===== config.mk =====
export PLATFORM = sky130hd
export DESIGN_NAME = rv32_mem_arbiter
export DESIGN_NICKNAME = d
export VERILOG_FILES = /design/src/rtl/rv32_mem_arbiter.sv
export SDC_FILE = /design/constraint.sdc
export NUM_CORES = 1
export LEC_CHECK = 0
export ABC_AREA = 1
export CAP_MARGIN = 20
export CELL_PAD_IN_SITES_DETAIL_PLACEMENT = 1
export CELL_PAD_IN_SITES_GLOBAL_PLACEMENT = 1
export CORE_MARGIN = 8
export CORE_UTILIZATION = 29
export DETAILED_ROUTE_END_ITERATION = 10
export PLACE_DENSITY_LB_ADDON = 0.15
export SLEW_MARGIN = 10
export SYNTH_ARGS = -nofsm -noshare
export SYNTH_HDL_FRONTEND = slang
export SYNTH_SLANG_ARGS = --single-unit

===== constraint.sdc =====
create_clock -name clk -period 5.7 [get_ports clk]
set_input_delay 1.14 -clock clk [delete_from_list [all_inputs] [get_ports clk]]
set_output_delay 1.14 -clock clk [all_outputs]
set_load 0.05 [all_outputs]

===== src/rtl/rv32_mem_arbiter.sv =====
// Two-port (instruction/data) arbiter onto a single req/gnt/rvalid memory bus.
// One outstanding transaction; data port has priority with a bounded starvation streak.

package rv32_mem_pkg;
  typedef struct packed {
    logic        do_request;
    logic [31:0] addr;
    logic        op;      // 1 = write, 0 = read
    logic [31:0] data;
    logic [3:0]  strobe;
  } memory_request_t;
endpackage

// state  | meaning
// IDLE   | pick a winner, latch its request
// REQ    | mem_req held from latched registers until mem_gnt
// WAIT   | waiting for mem_rvalid, capture read data
// RESP   | done pulse for the owner (unless abandoned)
module rv32_mem_arbiter
  import rv32_mem_pkg::*;
#(
  parameter int unsigned DATA_STREAK_MAX = 4
) (
  input  logic            clk,
  input  logic            reset,
  input  memory_request_t instr_request,
  output logic            instr_request_done,
  output logic [31:0]     instr,
  input  memory_request_t data_request,
  output logic            data_request_done,
  output logic [31:0]     data,
  output logic            mem_req,
  output logic            mem_we,
  output logic [31:0]     mem_addr,
  output logic [31:0]     mem_wdata,
  output logic [3:0]      mem_be,
  input  logic            mem_gnt,
  input  logic            mem_rvalid,
  input  logic [31:0]     mem_rdata
);

  typedef enum logic [1:0] {S_IDLE, S_REQ, S_WAIT, S_RESP} state_t;

  localparam logic [3:0] STREAK_MAX = 4'(DATA_STREAK_MAX);

  state_t     state;
  logic       owner_data;
  logic       abandon;
  logic [3:0] streak;

  logic instr_wins;
  logic owner_req;

  // The instruction port is read-only; its write fields are never used.
  logic unused_instr_fields;
  assign unused_instr_fields = ^{instr_request.op, instr_request.data, instr_request.strobe};

  always_comb begin
    instr_wins = 1'b0;
    owner_req  = 1'b0;
    instr_wins = instr_request.do_request &&
                 (!data_request.do_request || streak == STREAK_MAX);
    owner_req  = owner_data ? data_request.do_request : instr_request.do_request;
  end

  always_ff @(posedge clk or posedge reset) begin
    if (reset) begin
      state              <= S_IDLE;
      owner_data         <= 1'b0;
      abandon            <= 1'b0;
      streak             <= 4'd0;
      mem_req            <= 1'b0;
      mem_we             <= 1'b0;
      mem_addr           <= 32'd0;
      mem_wdata          <= 32'd0;
      mem_be             <= 4'd0;
      instr_request_done <= 1'b0;
      data_request_done  <= 1'b0;
      instr              <= 32'd0;
      data               <= 32'd0;
    end else begin
      instr_request_done <= 1'b0;
      data_request_done  <= 1'b0;
      case (state)
        S_IDLE: begin
          if (!instr_request.do_request) streak <= 4'd0;
          if (instr_wins) begin
            owner_data <= 1'b0;
            mem_addr   <= instr_request.addr;
            mem_we     <= 1'b0;
            mem_wdata  <= 32'd0;
            mem_be     <= 4'hF;
            streak     <= 4'd0;
            mem_req    <= 1'b1;
            state      <= S_REQ;
          end else if (data_request.do_request) begin
            owner_data <= 1'b1;
            mem_addr   <= data_request.addr;
            mem_we     <= data_request.op;
            mem_wdata  <= data_request.data;
            mem_be     <= data_request.op ? data_request.strobe : 4'hF;
            if (instr_request.do_request && streak != STREAK_MAX)
              streak <= streak + 4'd1;
            mem_req    <= 1'b1;
            state      <= S_REQ;
          end
        end
        S_REQ: begin
          if (!owner_req) abandon <= 1'b1;
          if (mem_gnt) begin
            mem_req <= 1'b0;
            state   <= S_WAIT;
          end
        end
        S_WAIT: begin
          if (!owner_req) abandon <= 1'b1;
          if (mem_rvalid) begin
            state <= S_RESP;
            // A drop in this same cycle also counts as an abandon.
            if (!abandon && owner_req) begin
              if (owner_data) begin
                data_request_done <= 1'b1;
                if (!mem_we) data <= mem_rdata;
              end else begin
                instr_request_done <= 1'b1;
                instr              <= mem_rdata;
              end
            end
          end
        end
        S_RESP: begin
          abandon <= 1'b0;
          state   <= S_IDLE;
        end
        default: state <= S_IDLE;
      endcase
    end
  end

endmodule

==> results of run 1 <==
where the power goes:
group	internal, mW	switching, mW
sequential	1.46	0.260
clock	0.752	0.468
combinational	1.10	2.33
final timing paths:
| path | from | endpoint | slack [ps] | depth (start not counted) |
|---|---|---|---|---|
| min in group asynchronous | reset | mem_wdata[25]$_DFFE_PP0P_ | 1180 | 2 |
| worst min-delay path | mem_wdata[10]$_DFFE_PP0P_ | mem_wdata[10]$_DFFE_PP0P_ | 480 | 2 |
| max in group asynchronous | reset | mem_be[3]$_DFFE_PP0P_ | 3460 | 3 |
| worst max-delay path | data_request[69] | mem_wdata[11]$_DFFE_PP0P_ | 2330 | 7 |
| worst min register to register | mem_wdata[10]$_DFFE_PP0P_ | mem_wdata[10]$_DFFE_PP0P_ | 480 | 2 |
| worst max register to register | streak[0]$_DFFE_PP0P_ | mem_wdata[11]$_DFFE_PP0P_ | 2960 | 9 |
cell families (layout without fill, tap and decap cells):
group | Yosys count | in the layout
AND/OR/NAND/NOR | 375 | 375
AO/OA/AOI/OAI | 77 | 77
XOR/XNOR | 1 | 1
flip-flops | 144 | 144
buffers and inverters | 158 | 431
adder cells (fa/ha/maj) | 6 | 6
registers in the layout (all words and copies together), names as in the netlist, 2 cells and up:
name       cells
mem_wdata     32
mem_be         4
streak         4
mem_addr      32
instr         32
data          32
state          2
cells in the final DEF (no fill, tap or decap), drive strengths merged:
master | Yosys | routed
a22oi | 1 | 1
buf | 29 | 6
bufinv | 0 | 4
clkbuf | 10 | 18
clkdlybuf4s50 | 0 | 274
clkinv | 0 | 3
clkinvlp | 0 | 3
dfrtp | 144 | 144
ha | 6 | 6
inv | 119 | 123
nand2 | 294 | 294
nand3 | 71 | 71
nand4 | 3 | 3
nor2 | 6 | 6
nor4 | 1 | 1
o211ai | 2 | 2
o21ai | 73 | 73
o22ai | 1 | 1
xnor2 | 1 | 1
cell type report:
| cell class | count | area share (%) |
|---|---|---|
| clock buffers | 18 | 4.34 |
| clock inverters | 14 | 2.01 |
| inverters | 119 | 4.46 |
| multi-input cells | 459 | 22.6 |
| flip-flops and latches | 144 | 35.6 |
| well taps | 285 | 3.52 |
| repair buffers | 280 | 27.5 |
critical path: cells and delay by family:
family	cells	cell delay (ps)
buf+inv	2	1150
simple gates	5	1390
stage by stage:
stage	util [%]	instance area (um2)	power [mW]	std cells
global route	44.9	10100	6.73	1319
global placement	42.0	9480	5.16	1287
CTS	44.9	10100	6.46	1319
floorplan	-	6640	3.99	761
detailed placement	42.0	9480	5.21	1287
finish	44.9	10100	6.37	1319
routing by layer:
| layer | global-route usage, % | vias up |
|---|---|---|
| li1 | - | 2837 |
| met1 | 19.1 | 2665 |
| met2 | 24.0 | 180 |
| met3 | 8.09 | 20 |
| met4 | 3.96 | 0 |
| met5 | 0 | - |
==> results.md, run 1 <==
* Leakage power total at 5.01 nW
* Max capacitance violation total at 0
* Post-DP HPWL at about 15000 um
* Total congestion overflow after global routing at 0
* Horizontal die dimension at 167 um
* Layout area overhead at 52.6%
* Initial Utilization at 29.4%
* Net count of the finished layout at 1203
* Violation count after the first detailed-route iteration at ~370
* Met3 Wirelength at 2300 um
* Combined area of the multi-input logic cells at 2280 um2
* Die Outline Area at roughly 28000 um2
* Transition time at the pin with the least slew margin at 963 ps
* Setup violations, final at 0
* Longest Clk Path Bufs at 2
* Clock latency on the worst-skew pair at 420 ps
* Prevailing post-synth register cell: dfrtp_1
* Multiplexer share of the synthesized area at 0%
* GRT Overall Usage at about 16%
* Number of antenna diodes at 0
* Avg Cell Area, Syn at 8.72 um2
* Number of buffers created by CTS at 17
* Worst path max stage delay at 650 ps
* Combinational family with the most area after synthesis: simple AND/OR/NAND/NOR gates
* Detailed-route vias per instance at approximately 4.3
* Detailed-route via count at roughly 5700
* XOR/XNOR share of the synthesized area at 0.132%
* Nets in the synthesized netlist at about 940
* Unrepaired setup endpoints after global routing: no
* Layout cells sized above 1 at 12.2%
* FILL cells at 2616
* Data arrival time of the worst path at between 3000 and 4000 ps
* Library cell contributing the largest single delay on the critical path: clkdlybuf4s50_1
* Total negative slack at 0 ps
* List of cells traversed by the critical path: clkdlybuf4s50_1, nand2_2, nand2_4, nand2_2, inv_2, nand2_1, nand2_1
* Cell chosen for the clock root: clkbuf_16
* Sort of element at the end of the critical path: flop
* Vertical die dimension at approximately 170 um
* Most instantiated library cell after synthesis: nand2_1
* Total wire length after detailed routing at approximately 22000 um
* Vias in the first global route at 6071
* Period Utilization, post-route at between 50 and 60%
* Maximum number of pins on one net before global-route repair at 71
* Count of cells resized by post-cts repair at 0
* Number of warnings reported in the yosys synthesis log at 0
* Number of enable-type register cells in the synthesized netlist at 0
* Number of placed I/O pins at 312
* Area share of and/or/nand/nor cells after synthesis at 23.9%
* Min Tclk post-route at 3370 ps
* Area of the core at 22600 um2
* Critical path class: in2reg
* Max Slew Vio Count at 0
* Peak supply drop at about 0.00026 V
* Startpoint types: input pin
* Number of unique standard cell types used by synthesis at 25
* Leading post-synthesis cells by cell area: dfrtp_1, nand2_1, o21ai_2
* Async SR Flop Fraction at 100%
* Number of instances in the synthesized netlist at 761
* Synth top cells by count: nand2_1, dfrtp_1, inv_1
* Biggest area consumer among synthesized cells: dfrtp_1
* Core Rows at 55
* #FFs+latches synth at 144
* Highest routed layer: met4
* Hold-fix buffers, CTS at 0
* TritonCTS clock tree: done
* Wire length the detailed router placed on met1 at between 9000 and 10000 um
* Hold_ws at 478 ps
* Total power divided by cell area at 629 nW/um2
* Number of clock sinks at 144
* Sum of met2 wire segment lengths after detailed routing at just under 10000 um
* Weighted congestion at the end of routability-driven global placement at 0.728
* Post-CTS setup repair buffer count at 0
* Clock transition time at the flip-flop clock pins of the worst setup and hold paths at around 70 ps
* Final setup skew at roughly 10 ps
* Result of the run: completed
* Worst Path Max Fanout at 37
* Portion of the post-synthesis area used by sequential elements at between 50% and 60%
* Required time at the worst-slack endpoint at between 6000 and 7000 ps
* Adder-Cell Fraction of Synth Area at under 10%
* Classification of the worst-slack hold path: reg2reg
* Synthesized-area fraction occupied by ao, oa, aoi and oai cells at 9.22%
* Count of H-tree levels built during CTS at 4
* First-pass GRT wire length at 34800 um
* Summed instance area of the synthesized netlist at approximately 6600 um2
* IO Port Bufs at ~270
* Slack of the critical path at 2330 ps
* Slew margin rel. at 35.8%
* Number of remaining DRC errors at 0
* Flip-flop and latch area at 3600 um2
* Final Hold Fails at 0
* Top cell type's share of synthesized area at between 50% and 60%
* Count of nets left with antenna violations after detail routing at 0
* Setup WS pre-CTS at 1780 ps
* Average detailed-routed wire length per instance at 16.3 um
* Achievable clock frequency at 0.297 GHz
* Number of detailed-route iterations in the first pass at 4
* Number of antenna violations at the first check in global routing at 0
(Power assumes the default switching activity.)
==> run 2: changes to the inputs <==
--- a/config.mk
+++ b/config.mk
@@ -10,7 +10,7 @@
 export CELL_PAD_IN_SITES_DETAIL_PLACEMENT = 1
 export CELL_PAD_IN_SITES_GLOBAL_PLACEMENT = 1
 export CORE_MARGIN = 8
-export CORE_UTILIZATION = 29
+export CORE_UTILIZATION = 27
 export DETAILED_ROUTE_END_ITERATION = 10
 export PLACE_DENSITY_LB_ADDON = 0.15
 export SLEW_MARGIN = 10
==> constraint.sdc (replaced) <==
create_clock -name clk -period 2.7 [get_ports clk]
set_input_delay 0.54 -clock clk [delete_from_list [all_inputs] [get_ports clk]]
set_output_delay 0.54 -clock clk [all_outputs]
set_load 0.05 [all_outputs]
==> run 2 against run 1 <==
Combinational power up 110%. Non-clock buffer count up 4. Global-route usage down 0.90 points. Critical path type is now reg2out. Critical endpoint is now mem_be[2]. Largest power group unchanged.
==> results.md, run 2 (synthesis gave the netlist of run 1 again) <==
* Result of the run: completed
* Hold-fix buffers, CTS at 0
* Commonest non-fill, non-tap cell in the layout: clkdlybuf4s50_1
* Unrepaired setup endpoints after global routing: no
* Library cell contributing the largest single delay on the critical path: clkdlybuf4s50_1
* Horizontal die dimension at 173 um
* Total negative slack at 0 ps
* Total wire length after detailed routing at between 20000 and 25000 um
* Number of antenna diodes at 0
* Leakage power total at 5.02 nW
* Detailed-route vias per instance at 4.20
* Largest delay share family, worst path: buffers and inverters
* Clock transition time at the flip-flop clock pins of the worst setup and hold paths at about 60 ps
* Transition time at the pin with the least slew margin at 595 ps
* Required time at the worst-slack endpoint at ~2200 ps
* Min Tclk post-route at around 2200 ps
* Setup violations, final at 0
* Classification of the worst-slack hold path: reg2reg
* Total congestion overflow after global routing at 0
* Setup WS pre-CTS at ~420 ps
* Post-CTS setup repair buffer count at 0
* Number of antenna violations at the first check in global routing at 1
* Violation count after the first detailed-route iteration at ~300
* Worst Path Max Fanout at 2
* Peak supply drop at 0.000534 V
* Number of placed I/O pins at around 310
* Die Outline Area at 29900 um2
* Vertical die dimension at 173 um
* Max Slew Vio Count at 0
* Initial Utilization at 27.4%
* Cell chosen for the clock root: clkbuf_16
* Post-DP HPWL at 15600 um
* Layout area overhead at 54.0%
* Power share of the sequential group at 27.3%
* Count of nets left with antenna violations after detail routing at 0
* Area of the core at 24200 um2
* Achievable clock frequency at 0.458 GHz
* Final setup skew at 12.5 ps
* Core Rows at between 50 and 60
* Worst path max stage delay at 880 ps
* Slack of the critical path at 515 ps
* Power spent charging and discharging nets at 6.46 mW
* Longest Clk Path Bufs at 2
* Combinational power share at 54.6%
* Layout cells sized above 1 at roughly 12%
* Total power divided by cell area at 1300 nW/um2
* Final Hold Fails at 0
* Startpoint types: flop
* Top library cells by usage in the layout, fill and taps aside: clkdlybuf4s50_1, nand2_1, dfrtp_1, inv_1, nand3_1
* Count of cells resized by post-cts repair at 0
* Total internal power at 6.85 mW
* Number of remaining DRC errors at 0
* Critical path class: reg2out
* Switching part of the total at 48.5%
* Vias in the first global route at 6186
* First-pass GRT wire length at 35400 um
* Max capacitance violation total at 0
* Number of buffers created by CTS at 17
* Average detailed-routed wire length per instance at 16.0 um
* Clk pwr share at 18.0%
* Period Utilization, post-route at 80.9%
* GRT Overall Usage at 14.7%
* Data arrival time of the worst path at roughly 1600 ps
* Clock latency on the worst-skew pair at 420 ps
* Detailed-route via count at 5714
* Sort of element at the end of the critical path: output port
* Weighted congestion at the end of routability-driven global placement at 0.743
* Slew margin rel. at around 60%
* Count of H-tree levels built during CTS at 4
* List of cells traversed by the critical path: clkdlybuf4s50_1
* TritonCTS clock tree: done
* Critical path buffers and inverters at 1
* Net count of the finished layout at 1207
* Maximum number of pins on one net before global-route repair at 88
* IO Port Bufs at 274
* Number of clock sinks at roughly 140
* Final design utilization at between 40% and 50%
* Number of detailed-route iterations in the first pass at 4
## run 2: cell types whose count changed in the layout (fill, tap and decap cells not counted)
cell / change
buf_12: +5
clkinv_4: -3
clkinvlp_4: +3
bufinv_16: -2
buf_4: -1
clkbuf_1: +1
inv_6: +1
## run 2: per-layer routing
layer  share of wire, %  vias up  wire length [um]  GRT usage, %
met5              0.060        -                13             0
met4               0.90        2               195          3.56
met3                 10       16              2250          7.25
met2                 45      189              9710          22.7
met1                 44     2664              9620          18.2
li1                   -     2843                 -             -
## run 2: final timing paths
kind | from | endpoint | slack [ps] | depth (start not counted)
max | mem_be[2]$_DFFE_PP0P_ | mem_be[2] | 520 | 1
min | mem_addr[6]$_DFFE_PP0P_ | mem_addr[6]$_DFFE_PP0P_ | 480 | 2
max reg2reg | state[1]$_DFFE_PP0P_ | mem_addr[11]$_DFFE_PP0P_ | 890 | 7
min reg2reg | mem_addr[6]$_DFFE_PP0P_ | mem_addr[6]$_DFFE_PP0P_ | 480 | 2
max in group asynchronous | reset | data[27]$_DFFE_PP0P_ | 1690 | 3
min in group asynchronous | reset | streak[2]$_DFFE_PP0P_ | 600 | 3
## run 2: power groups by stage
stage                     combinational [mW]  clock [mW]  sequential [mW]
final                                   7.27        2.40             3.63
after global routing                    7.76        2.56             3.76
after CTS                               7.41        2.50             3.65
after detailed placement                7.39           0             3.66
after global placement                  7.33           0             3.64
after floorplan                         1.73           0             6.69
## run 2: stage by stage
stage	cells	total power, mW	hold WS, ps	area, um2
after global routing	1362	14.1	501	10200
after global placement	1330	11.0	461	9620
after floorplan	761	8.42	431	6640
final	1362	13.3	477	10200
after CTS	1362	13.6	479	10200
after detailed placement	1330	11.1	459	9620
## run 2: tightest hold or removal path, stage by stage (launching register included)
cell,delay [ps]
dfrtp_1,340
nand2_1,50
nand2_1,50
## run 2: layout make-up
| type | count | area (um2) |
|---|---|---|
| fill | 2843 | 14000 |
| sequential | 144 | 3600 |
| timing repair buffer | 284 | 2880 |
| multi-input combinational | 459 | 2280 |
| inverter | 119 | 450 |
| clock buffer | 19 | 443 |
| tap | 324 | 405 |
| clock inverter | 13 | 150 |
==> run 3: changes to the inputs <==
--- a/config.mk
+++ b/config.mk
@@ -10,7 +10,7 @@
 export CELL_PAD_IN_SITES_DETAIL_PLACEMENT = 1
 export CELL_PAD_IN_SITES_GLOBAL_PLACEMENT = 1
 export CORE_MARGIN = 8
-export CORE_UTILIZATION = 27
+export CORE_UTILIZATION = 29
 export DETAILED_ROUTE_END_ITERATION = 10
 export PLACE_DENSITY_LB_ADDON = 0.15
 export SLEW_MARGIN = 10
==> constraint.sdc (replaced) <==
create_clock -name clk -period 2.3 [get_ports clk]
set_input_delay 0.46 -clock clk [delete_from_list [all_inputs] [get_ports clk]]
set_output_delay 0.46 -clock clk [all_outputs]
set_load 0.05 [all_outputs]
==> run 3 against run 2 <==
Setup slack got worse by 330 ps. Total power increased by 16%. Critical path depth unchanged. Worst hold slack got worse by 43 ps. Utilization increased by 2.9 points. Critical path type unchanged. Critical endpoint is now mem_we. Highest routed layer unchanged.
==> results.md, run 3 (synthesis gave the netlist of run 1 again) <==
* Instance area after placement at 9600 um2
* Peak supply drop at between 0.0006 and 0.0007 V
* Top library cells by usage in the layout, fill and taps aside: clkdlybuf4s50_1, nand2_1, dfrtp_1, inv_1, nand3_1
* Period Utilization, post-route at 91.8%
* Critical path buffers and inverters at 1
* Setup WS pre-CTS at 37.6 ps
* Die Outline Area at 28000 um2
* Vias in the first global route at slightly below 6000
* Number of clock sinks at 144
* Leakage power total at 5.03 nW
* Hold_ws at 434 ps
* Stages on the worst setup path at 1
* Final setup skew at 13.4 ps
* Area of the core at around 23000 um2
* Largest delay share family, worst path: buffers and inverters
* TritonCTS clock tree: done
* Commonest non-fill, non-tap cell in the layout: clkdlybuf4s50_1
* Number of placed I/O pins at 312
* Count of H-tree levels built during CTS at 4
* Sort of element at the end of the critical path: output port
* Longest Clk Path Bufs at 2
* Average detailed-routed wire length per instance at 16.2 um
* Count of nets left with antenna violations after detail routing at 0
* Result of the run: completed
* Slew margin rel. at 57.3%
* Total congestion overflow after global routing at 0
* Required time at the worst-slack endpoint at 1840 ps
* Weighted congestion at the end of routability-driven global placement at 0.701
* Total wire length after detailed routing at 21400 um
* Final Hold Fails at 0
* Number of buffers created by CTS at 17
* List of cells traversed by the critical path: clkdlybuf4s50_1
* Hold-fix buffers, CTS at 0
* Setup violations, final at 0
* FILL cells at 2602
* Total negative slack at 0 ps
* Number of remaining DRC errors at 0
* Horizontal die dimension at between 150 and 200 um
* Unrepaired setup endpoints after global routing: no
* Achievable clock frequency at between 0.4 and 0.5 GHz
* Clock latency on the worst-skew pair at 410 ps
* Filler-free cell count of the finished design at 1325
* Classification of the worst-slack hold path: in2async
* Layout area overhead at 53.3%
* Slack of the critical path at 188 ps
* Max capacitance violation total at 0
* Transition time at the pin with the least slew margin at 639 ps
* Worst path max stage delay at 850 ps
* Post-route cell area at ~10000 um2
* Worst Reg-to-Reg Cells at 9
* Count of cells resized by post-cts repair at 0
* Vertical die dimension at 167 um
* Violation count after the first detailed-route iteration at between 200 and 250
* Post-CTS setup repair buffer count at 0
* Initial Utilization at 29.4%
* Worst Path Max Fanout at 3
* Number of detailed-route iterations in the first pass at 4
* Detailed-route via count at 5667
* Cell chosen for the clock root: clkbuf_16
* Total power divided by cell area at 1520 nW/um2
* Clock transition time at the flip-flop clock pins of the worst setup and hold paths at 60 ps
* Net count of the finished layout at roughly 1200
* Detailed-route vias per instance at about 4.3
* Startpoint types: flop
* Core Rows at 55
* Maximum number of pins on one net before global-route repair at 71
* Layout cells sized above 1 at between 10% and 20%
* IO Port Bufs at 274
* Post-DP HPWL at roughly 16000 um
* Number of antenna violations at the first check in global routing at 2
* Number of cells after detailed placement at between 1000 and 1500
* Data arrival time of the worst path at approximately 1700 ps
* Library cell contributing the largest single delay on the critical path: clkdlybuf4s50_1
* First-pass GRT wire length at 33900 um
* GRT Overall Usage at 15.3%
* Max Slew Vio Count at 0
* Critical path class: reg2out
* Min Tclk post-route at ~2100 ps
-- run 3: changes by cell type in the layout (fill, tap and decap cells not counted), sizes merged --
cell      change
clkinvlp      -2
clkinv        +8
buf           +2
diode         +1
inv           -5
clkbuf        -2
-- run 3: worst paths after layout --
kind	startpoint	to	slack, ps
max	mem_we$_DFFE_PP0P_	mem_we	190
min	reset	instr[7]$_DFFE_PP0P_	430
max reg2reg	streak[0]$_DFFE_PP0P_	mem_wdata[0]$_DFFE_PP0P_	460
min reg2reg	abandon$_DFFE_PP0P_	data_request_done$_DFF_PP0_	470
max in group asynchronous	reset	data[24]$_DFFE_PP0P_	1240
min in group clk	abandon$_DFFE_PP0P_	data_request_done$_DFF_PP0_	470
-- run 3: final cells by class --
| type | instances | area [um2] | area share (%) |
|---|---|---|---|
| multi-input combinational | 459 | 2280 | 22.5 |
| clock inverter | 14 | 143 | 1.40 |
| inverter | 119 | 450 | 4.43 |
| sequential | 144 | 3600 | 35.4 |
| tap | 285 | 357 | 3.51 |
| timing repair buffer | 286 | 2910 | 28.6 |
| antenna | 1 | 2.50 | 0.0246 |
| clock buffer | 17 | 425 | 4.18 |
-- run 3: power breakdown --
group	total, mW	leakage [nW]	switching, mW	internal, mW
Clock	2.70	0.275	1.11	1.59
Sequential	4.27	1.85	0.639	3.63
Combinational	8.53	2.91	5.76	2.77
-- run 3: metal layers --
layer	vias to the layer above	routed length, um	track usage (%)
li1	2852	-	-
met2	177	9870	24.0
met3	11	2060	7.43
met5	-	13	0
met1	2625	9360	18.6
met4	2	144	3.57
-- run 3: stage by stage --
step / utilization, % / power (mW)
3_5_place_dp: 42.5 / 13.0
6_report: 45.1 / 15.5
2_1_floorplan: - / 9.89
5_1_grt: 45.1 / 16.4
4_1_cts: 45.1 / 15.8
3_3_place_gp: 42.5 / 12.9
